===== config.mk =====
export PLATFORM = sky130hd
export DESIGN_NAME = collatz_sweep_flat
export DESIGN_NICKNAME = d
export VERILOG_FILES = /design/src/rtl/collatz_pkg.sv /design/src/rtl/collatz_sweep_if.sv /design/src/rtl/collatz_lane.sv /design/src/rtl/collatz_sweep.sv /design/src/flat_wrapper.sv
export SDC_FILE = /design/constraint.sdc
export NUM_CORES = 1
export LEC_CHECK = 0
export BUFFER_PORTS_ARGS = -buffer_cell sky130_fd_sc_hd__buf_2
export CAP_MARGIN = 10
export CORE_MARGIN = 4
export CORE_UTILIZATION = 45
export DETAILED_ROUTE_END_ITERATION = 8
export PLACE_DENSITY = 0.65
export SKIP_CTS_REPAIR_TIMING = 1
export SKIP_LAST_GASP = 1
export SYNTH_ARGS = -nofsm -noshare
export SYNTH_HDL_FRONTEND = slang
export SYNTH_SLANG_ARGS = --single-unit

===== constraint.sdc =====
create_clock -name clk -period 4.1 [get_ports clk]
set_input_delay 0.82 -clock clk [delete_from_list [all_inputs] [get_ports clk]]
set_output_delay 0.82 -clock clk [all_outputs]
set_load 0.02 [all_outputs]

===== src/rtl/collatz_pkg.sv =====
// Shared types and helpers for the multi-lane Collatz sweeper.
// Optional max tracking is enabled with COLLATZ_SWEEP_MAXTRACK_EN.
package collatz_pkg;

    typedef enum logic [1:0] {
        L_IDLE,
        L_RUN,
        L_WAIT
    } lane_state_t;

    typedef enum logic [1:0] {
        IDLE,
        RUN,
        FLUSH
    } sweep_state_t;

    // True when 3n+1 does not fit in w bits (w <= 64).
    function automatic logic mul3_ovf(input logic [63:0] n, input int w);
        logic [65:0] t;
        t = {2'b00, n} + {1'b0, n, 1'b0} + 66'd1;
        return (t >> w) != 66'd0;
    endfunction

endpackage


===== src/rtl/collatz_sweep_if.sv =====
// Host-side bundle of the Collatz sweeper: control, status, read port.
// COLLATZ_SWEEP_MAXTRACK_EN adds max_count/max_start.
interface collatz_sweep_if #(
    parameter int DATA_WIDTH  = 32,
    parameter int COUNT_WIDTH = 16,
    parameter int ADDR_BITS   = 4
);
    logic                   go;
    logic [DATA_WIDTH-1:0]  start;
    logic                   busy;
    logic                   done;
    logic [ADDR_BITS-1:0]   raddr;
    logic [COUNT_WIDTH-1:0] rdata;
    logic                   rovf;
`ifdef COLLATZ_SWEEP_MAXTRACK_EN
    logic [COUNT_WIDTH-1:0] max_count;
    logic [DATA_WIDTH-1:0]  max_start;

    modport master (
        output go, start, raddr,
        input  busy, done, rdata, rovf,
        input  max_count, max_start
    );
    modport slave (
        input  go, start, raddr,
        output busy, done, rdata, rovf,
        output max_count, max_start
    );
`else
    modport master (
        output go, start, raddr,
        input  busy, done, rdata, rovf
    );
    modport slave (
        input  go, start, raddr,
        output busy, done, rdata, rovf
    );
`endif
endinterface


===== src/rtl/collatz_lane.sv =====
// One Collatz iterator: load, step until n==1 or overflow, then hold
// the result and request the write port until granted.
module collatz_lane
    import collatz_pkg::*;
#(
    parameter int DATA_WIDTH  = 32,
    parameter int COUNT_WIDTH = 16,
    parameter int ADDR_BITS   = 4
) (
    input  logic                   clk,
    input  logic                   reset_n,
    input  logic                   load,
    input  logic [DATA_WIDTH-1:0]  n_in,
    input  logic [ADDR_BITS-1:0]   tag_in,
    input  logic                   grant,
    output logic                   req,
    output logic                   idle,
    output logic [COUNT_WIDTH-1:0] count,
    output logic                   ovf,
    output logic [ADDR_BITS-1:0]   tag
);

    lane_state_t           st;
    logic [DATA_WIDTH-1:0] n;
    logic [DATA_WIDTH-1:0] nx;
    logic                  oflow;

    always_comb begin
        oflow = 1'b0;
        nx    = n >> 1;
        if (n[0]) begin
            oflow = mul3_ovf(64'(n), DATA_WIDTH);
            nx    = n + (n << 1) + DATA_WIDTH'(1);
        end
    end

    always_ff @(posedge clk or negedge reset_n) begin
        if (!reset_n) begin
            st    <= L_IDLE;
            n     <= '0;
            count <= '0;
            ovf   <= 1'b0;
            tag   <= '0;
        end else begin
            unique case (st)
                L_IDLE: if (load) begin
                    n     <= n_in;
                    tag   <= tag_in;
                    count <= '0;
                    ovf   <= 1'b0;
                    st    <= (n_in <= DATA_WIDTH'(1)) ? L_WAIT : L_RUN;
                end
                L_RUN: if (oflow) begin
                    ovf   <= 1'b1;
                    count <= '1;
                    st    <= L_WAIT;
                end else begin
                    n <= nx;
                    if (count != '1) count <= count + COUNT_WIDTH'(1);
                    if (nx == DATA_WIDTH'(1)) st <= L_WAIT;
                end
                L_WAIT: if (grant) st <= L_IDLE;
                default: st <= L_IDLE;
            endcase
        end
    end

    assign req  = (st == L_WAIT);
    assign idle = (st == L_IDLE);

endmodule


===== src/rtl/collatz_sweep.sv =====
// Multi-lane Collatz range sweeper with result RAM and registered read port.
// Define COLLATZ_SWEEP_MAXTRACK_EN to add max_count/max_start tracking.
module collatz_sweep
    import collatz_pkg::*;
#(
    parameter int DATA_WIDTH  = 32,
    parameter int COUNT_WIDTH = 16,
    parameter int RAM_WORDS   = 16,
    parameter int ADDR_BITS   = 4,
    parameter int LANES       = 4
) (
    input logic            clk,
    input logic            reset_n,
    collatz_sweep_if.slave bus
);

    localparam int IW = ADDR_BITS + 1;

    sweep_state_t          st;
    logic [DATA_WIDTH-1:0] base;
    logic [IW-1:0]         idx;
    logic                  busy_q;
    logic                  done_q;

    logic [LANES-1:0]       idle;
    logic [LANES-1:0]       req;
    logic [LANES-1:0]       load;
    logic [LANES-1:0]       gnt;
    logic [LANES-1:0]       ovf_l;
    logic [COUNT_WIDTH-1:0] cnt [LANES];
    logic [ADDR_BITS-1:0]   tag [LANES];

    logic                   disp;
    logic                   we;
    logic [ADDR_BITS-1:0]   waddr;
    logic [COUNT_WIDTH:0]   wdata;
    logic                   all_free;
    logic [DATA_WIDTH-1:0]  nval;

    logic [COUNT_WIDTH:0]   mem [2**ADDR_BITS];
    logic [COUNT_WIDTH-1:0] rdata_q;
    logic                   rovf_q;

    // Lowest idle lane takes the next value; lowest finished lane writes.
    always_comb begin
        disp  = 1'b0;
        load  = '0;
        we    = 1'b0;
        gnt   = '0;
        waddr = '0;
        wdata = '0;
        for (int i = 0; i < LANES; i++) begin
            if (idle[i] && !disp && st == RUN) begin
                disp    = 1'b1;
                load[i] = 1'b1;
            end
            if (req[i] && !we) begin
                we     = 1'b1;
                gnt[i] = 1'b1;
                waddr  = tag[i];
                wdata  = {ovf_l[i], cnt[i]};
            end
        end
    end

    assign nval     = base + DATA_WIDTH'(idx);
    assign all_free = &(idle | gnt);

    for (genvar g = 0; g < LANES; g++) begin : g_lane
        collatz_lane #(
            .DATA_WIDTH (DATA_WIDTH),
            .COUNT_WIDTH(COUNT_WIDTH),
            .ADDR_BITS  (ADDR_BITS)
        ) u_lane (
            .clk   (clk),
            .reset_n(reset_n),
            .load  (load[g]),
            .n_in  (nval),
            .tag_in(idx[ADDR_BITS-1:0]),
            .grant (gnt[g]),
            .req   (req[g]),
            .idle  (idle[g]),
            .count (cnt[g]),
            .ovf   (ovf_l[g]),
            .tag   (tag[g])
        );
    end

    always_ff @(posedge clk or negedge reset_n) begin
        if (!reset_n) begin
            st     <= IDLE;
            base   <= '0;
            idx    <= '0;
            busy_q <= 1'b0;
            done_q <= 1'b0;
        end else begin
            unique case (st)
                IDLE: if (bus.go) begin
                    base   <= bus.start;
                    idx    <= '0;
                    busy_q <= 1'b1;
                    done_q <= 1'b0;
                    st     <= RUN;
                end
                RUN: if (disp) begin
                    idx <= idx + IW'(1);
                    if (idx == IW'(RAM_WORDS - 1)) st <= FLUSH;
                end
                FLUSH: if (all_free) begin
                    busy_q <= 1'b0;
                    done_q <= 1'b1;
                    st     <= IDLE;
                end
                default: st <= IDLE;
            endcase
        end
    end

    always_ff @(posedge clk) begin
        if (we) mem[waddr] <= wdata;
    end

    // Nonblocking read gives the pre-write word on a same-address collision.
    always_ff @(posedge clk or negedge reset_n) begin
        if (!reset_n) begin
            rdata_q <= '0;
            rovf_q  <= 1'b0;
        end else begin
            {rovf_q, rdata_q} <= mem[bus.raddr];
        end
    end

    assign bus.busy  = busy_q;
    assign bus.done  = done_q;
    assign bus.rdata = rdata_q;
    assign bus.rovf  = rovf_q;

`ifdef COLLATZ_SWEEP_MAXTRACK_EN
    logic [COUNT_WIDTH-1:0] max_q;
    logic [DATA_WIDTH-1:0]  maxs_q;

    always_ff @(posedge clk or negedge reset_n) begin
        if (!reset_n) begin
            max_q  <= '0;
            maxs_q <= '0;
        end else if (st == IDLE && bus.go) begin
            max_q  <= '0;
            maxs_q <= '0;
        end else if (we && wdata[COUNT_WIDTH-1:0] > max_q) begin
            max_q  <= wdata[COUNT_WIDTH-1:0];
            maxs_q <= base + DATA_WIDTH'(waddr);
        end
    end

    assign bus.max_count = max_q;
    assign bus.max_start = maxs_q;
`endif

endmodule


===== src/flat_wrapper.sv =====
// flat-port wrapper written by rule: the top's interface ports become plain ports
module collatz_sweep_flat import collatz_pkg::*;
#(
    parameter int DATA_WIDTH  = 32,
    parameter int COUNT_WIDTH = 16,
    parameter int RAM_WORDS   = 16,
    parameter int ADDR_BITS   = 4,
    parameter int LANES       = 4
)
  (clk, reset_n, bus_go, bus_start, bus_raddr, bus_busy, bus_done, bus_rdata, bus_rovf);
  collatz_sweep_if #(.DATA_WIDTH(DATA_WIDTH), .COUNT_WIDTH(COUNT_WIDTH), .ADDR_BITS(ADDR_BITS)) bus_i ();
  input logic clk;
  input logic reset_n;
  input wire logic [$bits(bus_i.go)-1:0] bus_go;
  input wire logic [$bits(bus_i.start)-1:0] bus_start;
  input wire logic [$bits(bus_i.raddr)-1:0] bus_raddr;
  output wire logic [$bits(bus_i.busy)-1:0] bus_busy;
  output wire logic [$bits(bus_i.done)-1:0] bus_done;
  output wire logic [$bits(bus_i.rdata)-1:0] bus_rdata;
  output wire logic [$bits(bus_i.rovf)-1:0] bus_rovf;
  assign bus_i.go = bus_go;
  assign bus_i.start = bus_start;
  assign bus_i.raddr = bus_raddr;
  assign bus_busy = bus_i.busy;
  assign bus_done = bus_i.done;
  assign bus_rdata = bus_i.rdata;
  assign bus_rovf = bus_i.rovf;
  collatz_sweep #(.DATA_WIDTH(DATA_WIDTH), .COUNT_WIDTH(COUNT_WIDTH), .RAM_WORDS(RAM_WORDS), .ADDR_BITS(ADDR_BITS), .LANES(LANES)) u_core (.clk(clk), .reset_n(reset_n), .bus(bus_i));
endmodule

---- Yosys cells after proc, flatten, opt, wreduce, memory -nomap -nowiden ----
Memory sizes are Yosys's and may differ from the RTL's. A register that Yosys moved wholly into a read port is not among the register bits.
Cells that the tools add are included.
word-level totals
  memory bits (writable) .................. 272
  memories ................................ 1
  register bits ........................... 261
  word-level logic and storage cells ...... 261
memories
  name        words  width  rd ports  clocked after memory_dff  write ports  RTL line             text
  u_core.mem  16     17     1         1                         1            collatz_sweep.sv:40  logic [COUNT_WIDTH:0] mem [2**ADDR_BITS];
cells by class
  add/sub/neg operators ................... 22
  $lt $le $gt $ge ......................... 1
  muxes and demuxes ....................... 107
  reduce and logical (&&, ||, !) cells .... 57
  bitwise operators ....................... 1
  equality and inequality tests ........... 47
operators with widths
  operator               number
  $mux 32                12
  $reduce_bool 66->1     4
  $pmux 32 s2            4
  $mux 16                12
  $add 34x1->35 const B  4
  $add 32x33->34         4
  $add 32x1->32 const B  4
  $add 32x32->32         4
  $eq 32x1->1 const B    4
  $pmux 16 s2            4
  $mux 17                4
  $add 16x1->16 const B  4
  $ne 16x16->1 const B   4
  $reduce_and 3->1       18
  $mux 2                 21
  $ne 2x2->1 const B     18
  $add 32x5->32          1
  $le 32x1->1 const B    1
  $mux 1                 32
  $pmux 2 s3             5
  $ne 3x3->1 const B     8
  $mux 4                 4
  $pmux 1 s2             6
  $reduce_bool 2->1      6
  other kinds (13)       47

---- Longest topological paths before layout ----
Gate-level depths: netlist (run 1).
  depth after elaboration ................. 17
  mapped depth ............................ 19

---- Hierarchy ----
Synthesis (run 1) repeated with hierarchy kept, for this count alone.
second synthesis, totals
  cells, all modules ...................... 3,395
  area, all modules ....................... 35,118.7 sq um
modules (own cells, without submodules)
  module                                       cells each  times used  area each (sq um)
  collatz_lane at u_core.g_lane[0].u_lane ...  647         3           5,332.6
  collatz_sweep                                739         1           13,797.0
  collatz_lane at u_core.g_lane[1].u_lane      715         1           5,323.9

---- Worst setup path before layout (run 1) ----
No wires, ideal clock.
  path type ............................... register -> register
  from .................................... register u_core.g_lane[0].u_lane.n[0]
  to ...................................... register u_core.g_lane[0].u_lane.n[14]
  path buffers ............................ 6
  library setup time ...................... 0.125 ns
  path slack .............................. -0.017 ns
  period minus slack after synthesis ...... 4.117 ns
  data arrival time ....................... 3.992 ns
  stages on the path, launching flop included .. 19
  path through ............................ dfrtp_1 clkbuf_1 inv_1 clkbuf_1 buf_1 clkbuf_1 ha_1 nor2b_1 o2111ai_1 nand4b_1 a211oi_1 o21ai_1 nand2_1 o21ai_1 a211oi_1 a21o_1 buf_2 buf_4 mux2_2
on the way
  word-level cells in the longest chain between the ends .. 6
  elaborated cells between the ends (all ways) .. 11
  those cells by class .................... 4 x add/sub; 1 x eq/ne; 4 x mux; 2 x reduce/logical
RTL lines
  what                        RTL line            text
  from (decl)                 collatz_lane.sv:24  logic [DATA_WIDTH-1:0] n;
  from (signal assigned)      collatz_lane.sv:47  n <= n_in;
  from (signal assigned)      collatz_lane.sv:58  n <= nx;
  $add 32x33->34              collatz_pkg.sv:20   t = {2'b00, n} + {1'b0, n, 1'b0} + 66'd1;
  $add 34x1->35               collatz_pkg.sv:20
  $reduce_bool 66->1          collatz_pkg.sv:21   return (t >> w) != 66'd0;
  $mux 1                      collatz_lane.sv:31  if (n[0]) begin
  $ne 2x2->1 (no line)        --
  $reduce_and 3->1 (no line)  --
Several ways; a longest one is shown, not always the timed one. The select of a mux whose other input is x is not followed.
A chain may end at the register's enable or synchronous reset.

---- Worst setup path after layout (run 1) ----
  from .................................... register u_core.g_lane[2].u_lane.n[7]
  to ...................................... register u_core.g_lane[2].u_lane.st[1]
on the way
  word-level cells in the longest chain between the ends .. 6
  elaborated cells between the ends (all ways) .. 12
  those cells by class .................... 4 x add/sub; 2 x eq/ne; 4 x mux; 2 x reduce/logical
RTL lines
  what                                                      RTL line                                text
  from (decl)                                               collatz_lane.sv:24
  from (signal assigned)                                    collatz_lane.sv:47
  from (signal assigned)                                    collatz_lane.sv:58
  $add 32x33->34 or $add 32x32->32 (tied branches)          collatz_pkg.sv:20, collatz_lane.sv:33
  $add 34x1->35 or $add 32x1->32 (tied branches)            collatz_pkg.sv:20, collatz_lane.sv:33
  $reduce_bool 66->1 or $mux 32 (tied branches)             collatz_pkg.sv:21, collatz_lane.sv:31
  $mux 1 or $eq 32x1->1 (tied branches)                     collatz_lane.sv:31, collatz_lane.sv:60
  $ne 3x3->1 (no line) or $mux 2 (tied branches)            --
  $reduce_and 3->1 (no line) or $pmux 2 s3 (tied branches)  --
  to (signal assigned)                                      collatz_lane.sv:51                      st <= (n_in <= DATA_WIDTH'(1)) ? L_WAIT : L_RUN;
  to (decl)                                                 collatz_lane.sv:23                      lane_state_t st;
Several ways; a longest one is shown, not always the timed one.

==> run metrics, run 1 <==
status=finished, violations left; violated checks=DRC; CP arrival=4490 ps; DRT Wirelength=97400 um; Slowest cell on crit path=nor4_1; max_slew headroom=22.3%; most frequent cells in the layout=359 x nand2_1, 276 x dfrtp_1, 272 x edfxtp_1; vias in the first global route=roughly 26000; Syn Nets=between 3000 and 4000; max layer used=met4; EDFF count, synth=272; Hold Vio Cnt, Final=0; Yosys cell types=107; met2 routed WL=45400 um; Cell Area, Synth=~0.034 mm^2; Non-Filler Instances=4459; startpoint type of the worst setup path=flip-flop; I/O Pins=58; family with the most delay on the worst path=compound AO/OA/AOI/OAI gates; chip width=approximately 280 um; worst min path class=input port to async pin; crit-path cells=ha_1 -> nand4_1 -> a211oi_1 -> o2111ai_1 -> buf_4 -> a32oi_1 -> xnor2_1 -> nor2_1 -> a21oi_1 -> nand4_1 -> nor4_1 -> buf_4 -> nor2_1 -> o32ai_2; area grow syn2layout=11.8%; vias per cell=6.21; Inst Count DP=between 4000 and 5000; max-cap viol count=0; critical path's largest stage delay=510 ps; post-route minimum period=3970 ps; CTS clk-pin slew, worst paths=roughly 80 ps; worst path bufs/invs=2; Seq cells post-synth=550; register area share after synthesis=44.1%; first-pass GRT wire length=152000 um; most common cell after layout, fill and taps aside=nand2_1; Yosys Warn Count=0; gpl congestion=0.903; Avg Inst Size Synth=10.2 um^2; ratio of cells with drive above 1 in the final layout=15.4%; Final Cycle Share=96.7%; Core ar.=0.0749 mm^2; CTS tree=yes; setup_tns=0 ps; Worst Skew=slightly below 50 ps; R2R setup slack=~130 ps; crit path to=u_core.g_lane[2].u_lane.st[1]; met3 WL=6080 um; clock sink count=550; via count=about 28000; CTS Buffer Depth=3; worst slew pin tran=about 1200 ps; antenna-violating nets left=0; Yosys top cell by area=edfxtp_1; Worst Setup SP=u_core.g_lane[2].u_lane.n[7]; Worst EP required=4630 ps; ys flop type=dfrtp_1; fin. max-slew vios=0; initial antenna violation count=0; WL met1=42600 um; Congestion Overflow GR=0; Initial DRT Pass Iterations=9; Starting Density=45.7%; gr usage total=23.5%; Syn Inst Count=about 3400; die area=roughly 0.081 mm^2; final setup violation count=0; H-tree depth=2; kind of critical path=flip-flop to flip-flop; nets@finish=3636; PortBufs=57; Antenna Cells=0; CTS Root Cell=clkbuf_16; Max Clk Rate=0.252 GHz; largest cells by area after synthesis=edfxtp_1 24%, dfrtp_1 20%, mux4_2 5.6%; DR WL/cell=21.8 um; top cell type's share of synthesized area=23.8%; Crit. path cell count=14; Crit. End Element=flip-flop; worst-path fanout max=8; RSZ-0062 raised after global routing=true; DRT iter0 DRCs=2721; Clock Latency Late Sink=660 ps; HPWL after DPL=67600 um; fill cell count=6652; Final Hold Slack=172 ps; Die Height=~280 um; asr flop ratio synth=50.5%; r2r endpoint=u_core.g_lane[2].u_lane.st[1]; final core utilization=between 50% and 60%; DRC Markers=2; CTS Buf Count=60; Critical R2R Launch=u_core.g_lane[2].u_lane.n[7]; worst r2r path cells=14; std cell rows=100; largest net degree at the start of global routing=94
## cell type report
type / count / area, um^2 / share of cell area (%)
multi-input cells: 2556 / 18200 / 47.4
flip-flops and latches: 550 / 15100 / 39.5
clock buffers: 77 / 1610 / 4.19
repair buffers: 200 / 1480 / 3.85
well taps: 969 / 1210 / 3.16
clock inverters: 34 / 454 / 1.18
inverters: 73 / 274 / 0.715
## routing by layer
| layer | global-route usage, % | up-vias |
|---|---|---|
| met5 | 0 | - |
| met4 | 7.74 | 0 |
| met3 | 2.71 | 154 |
| met2 | 38.2 | 968 |
| met1 | 32.9 | 13600 |
| li1 | - | 13000 |
## metrics by stage
stage	setup WS (ps)	area, um^2
2_1_floorplan	75.8	34300
4_1_cts	62.4	38300
3_3_place_gp	205	36200
5_1_grt	-60.0	38300
6_report	134	38300
3_5_place_dp	138	36200
## sequential cells by signal, summed over array words and instances (netlist names)
signal,flops
u_core.g_lane.u_lane.n,128
u_core.g_lane.u_lane.tag,16
u_core.st,2
u_core.bus.rovf,1
u_core.bus.busy,1
u_core.bus.done,1
u_core.bus.rdata,16
u_core.g_lane.u_lane.count,64
u_core.idx,5
u_core.base,32
u_core.g_lane.u_lane.st,8
u_core.mem,272
u_core.g_lane.u_lane.ovf,4
## Yosys cell counts, types with 19 or more instances
master and instances:
o21ai_1 34, nor3_1 56, clkbuf_1 122, inv_1 72, buf_1 19, nand3_1 65, and3_1 70, nand4_1 40
o22a_1 30, nor2b_1 47, ha_1 151, or3_1 23, buf_2 34, mux2_2 63, xor2_1 36, nor2_1 259
o21a_1 34, o21ai_0 216, edfxtp_1 272, xnor2_1 66, a21oi_1 264, and2_1 22, dfrtp_1 278, mux4_2 85
a222oi_1 21, mux2i_1 47, nand2b_1 36, a211oi_1 36, o211ai_1 37, a31oi_1 38, a21o_1 58, nand2_1 360
nor4_1 22
## worst min-delay path by stage
stage	start	to	slack (ps)	depth (start not counted)
after CTS	reset_n	u_core.bus.rdata[15]	240	1
after floorplan	u_core.g_lane[0].u_lane.tag[3]	u_core.g_lane[0].u_lane.tag[3]	440	2
final	reset_n	u_core.bus.rdata[4]	170	1
after global routing	reset_n	u_core.bus.rdata[6]	290	1
after detailed placement	u_core.g_lane[3].u_lane.tag[0]	u_core.g_lane[3].u_lane.tag[0]	460	2
after global placement	u_core.g_lane[0].u_lane.tag[3]	u_core.g_lane[0].u_lane.tag[3]	460	2
## cells by family (layout without fill, tap and decap cells)
kind of cell,Yosys count,in the layout,synth area share (%)
xor+xnor,102,102,2.61
mux,201,201,9.23
flops,550,550,44.1
fa+ha+maj,156,156,5.80
compound gates,1025,1025,19.9
buf+inv,260,384,3.21
simple gates,1072,1072,15.1
Power of run 1 is left out: the tool's default activity adds up to more than one toggle a clock period on the data nets, which glitch-free logic cannot reach.
==> run 2: changes to the inputs <==
--- a/config.mk
+++ b/config.mk
@@ -7,10 +7,10 @@
 export LEC_CHECK = 0
 export BUFFER_PORTS_ARGS = -buffer_cell sky130_fd_sc_hd__buf_2
 export CAP_MARGIN = 10
+export CORE_ASPECT_RATIO = 1.5
 export CORE_MARGIN = 4
 export CORE_UTILIZATION = 45
 export DETAILED_ROUTE_END_ITERATION = 8
-export PLACE_DENSITY = 0.65
 export SKIP_CTS_REPAIR_TIMING = 1
 export SKIP_LAST_GASP = 1
 export SYNTH_ARGS = -nofsm -noshare
==> run 2 against run 1 <==
Non-clock buffer count stayed put. Worst hold slack got worse by 35 ps. The flow now finishes without violations. Largest cell class unchanged. Die area increased by 0.11%. Register-to-register slack hardly changed.
==> run metrics, run 2 (synthesis results as in run 1) <==
vias in the first global route=27800 (+6.5%); Clock Latency Late Sink=650 ps (about the same); CTS Buf Count=56 (-6.7%); max reg flops=272 (unchanged); CTS tree=yes; antenna-violating nets left=0 (unchanged); WL met1=39600 um (-7.0%); crit-path cells=ha_1 -> a21oi_1 -> o21a_1 -> a2bb2oi_1 -> a21oi_1 -> or3_1 -> a31oi_1 -> and4b_1 -> nand4_1 -> nor4_2 -> buf_4 -> nor2_1 -> o32ai_2; DRC Markers=0 (-2); met2 routed WL=52800 um (+16%); Inst Count DP=4374 (+0.69%); biggest regs=u_core.mem x272, u_core.g_lane.u_lane.n x128, u_core.g_lane.u_lane.count x64; PortBufs=57 (unchanged); initial antenna violation count=2 (+2); CTS Buffer Depth=3 (unchanged); die area=0.0807 mm^2 (+0.11%); RSZ-0062 raised after global routing=true; max-cap viol count=0 (unchanged); setup_tns=0 ps (unchanged); r2r endpoint=u_core.g_lane[2].u_lane.st[1]; worst r2r path cells=13 (-1); nets@finish=3632 (-0.11%); Core ar.=0.0753 mm^2 (+0.41%); post-route minimum period=3980 ps (+14.5 ps); most frequent cells in the layout=359 x nand2_1, 276 x dfrtp_1, 272 x edfxtp_1; R2R setup slack=120 ps (about the same); family with the most delay on the worst path=compound AO/OA/AOI/OAI gates; vias per cell=6.18 (-0.39%); DRT iter0 DRCs=2211 (-19%); worst-path fanout max=5 (-3); most flop-heavy register=u_core.mem; Slowest cell on crit path=dfrtp_1; worst slew pin tran=1250 ps (+80.7 ps); status=finished, final reports clean; DRT Wirelength=103000 um (+5.5%); Antenna Cells=0 (unchanged); Crit. End Element=flip-flop; gpl congestion=0.933 (+3.3%); Congestion Overflow GR=0 (unchanged); Initial DRT Pass Iterations=8 (-1); I/O Pins=58 (unchanged); final setup violation count=0 (unchanged); Max Clk Rate=0.251 GHz (-0.36%); Hold Vio Cnt, Final=0 (unchanged); max_slew headroom=16.9% (-5.4 points); largest net degree at the start of global routing=69 (-27%); ratio of cells with drive above 1 in the final layout=15.6% (+0.19 points); gr usage total=24.8% (+1.4 points); Die Height=346 um (+22%); Starting Density=45.6% (-0.19 points); most common cell after layout, fill and taps aside=nand2_1; HPWL after DPL=75500 um (+12%); Final Cycle Share=97.1% (+0.35 points); max layer used=met5; Worst EP required=4650 ps (+20 ps); critical path's largest stage delay=460 ps (-50 ps); CP arrival=4530 ps (+40 ps); fin. max-slew vios=0 (unchanged); DR WL/cell=22.9 um (+4.8%); final core utilization=50.9% (-0.26 points); CTS clk-pin slew, worst paths=60 ps (-20 ps); met3 WL=4080 um (-33%); Non-Filler Instances=4485 (+0.58%); H-tree depth=2 (unchanged); std cell rows=123 (+23%); startpoint type of the worst setup path=flip-flop; kind of critical path=flip-flop to flip-flop; Worst Skew=32.6 ps (-16.3 ps); chip width=233 um (-18%); worst path bufs/invs=1 (-1); clock sink count=550 (unchanged); Critical R2R Launch=u_core.g_lane[2].u_lane.n[9]; via count=27700 (+0.20%); Crit path top cell by count=a21oi_1; CTS Root Cell=clkbuf_16; area grow syn2layout=11.7% (about the same); first-pass GRT wire length=158000 um (+4.0%); worst min path class=input port to async pin
run 2: cell types whose count changed in the layout (fill, tap and decap cells not counted), moves of 3 or more:
cell,change
clkinv_1,-3
clkinvlp_4,+5
clkbuf_1,-8
clkbuf_16,-4
run 2: metal layers:
layer  GRT usage, %  up-vias
met1           28.9    13600
met3           2.78      268
met5              0        -
met2           44.5      843
li1               -    13000
met4           13.2        2
run 2: cell type report:
type | count | area [um^2]
fillers | 6814 | 37000
multi-input cells | 2556 | 18200
flip-flops and latches | 550 | 15100
clock buffers | 68 | 1520
repair buffers | 200 | 1460
well taps | 1000 | 1250
clock inverters | 38 | 473
inverters | 73 | 274
run 2: worst max path at each step:
stage                                  from                             to  slack [ps]  depth (start not counted)
6_report       u_core.g_lane[2].u_lane.n[9]  u_core.g_lane[2].u_lane.st[1]         120                         13
5_1_grt        u_core.g_lane[2].u_lane.n[0]  u_core.g_lane[2].u_lane.st[1]         -80                         16
4_1_cts        u_core.g_lane[2].u_lane.n[0]  u_core.g_lane[2].u_lane.st[1]        -190                         16
3_5_place_dp   u_core.g_lane[2].u_lane.n[0]  u_core.g_lane[2].u_lane.st[1]        -160                         16
3_3_place_gp   u_core.g_lane[2].u_lane.n[0]  u_core.g_lane[2].u_lane.st[1]        -110                         16
2_1_floorplan  u_core.g_lane[0].u_lane.n[0]  u_core.g_lane[0].u_lane.st[0]          80                         17
run 2: per-stage QoR:
stage | setup slack [ps] | hold WS (ps) | cell area (um^2)
2_1_floorplan | 75.8 | 445 | 34300
3_3_place_gp | -108 | 459 | 36200
3_5_place_dp | -160 | 463 | 36200
4_1_cts | -194 | 133 | 38200
5_1_grt | -76.8 | 155 | 38300
6_report | 119 | 137 | 38300
run 2: worst reg2reg max path, stage by stage (launching register included):
cell and delay, ps:
dfrtp_1 460, ha_1 390, a21oi_1 270, o21a_1 250, a2bb2oi_1 390, a21oi_1 140
or3_1 320, a31oi_1 430, and4b_1 300, nand4_1 180, nor4_2 320, buf_4 170
nor2_1 50, o32ai_2 230
Power of run 2 is left out for the same reason.
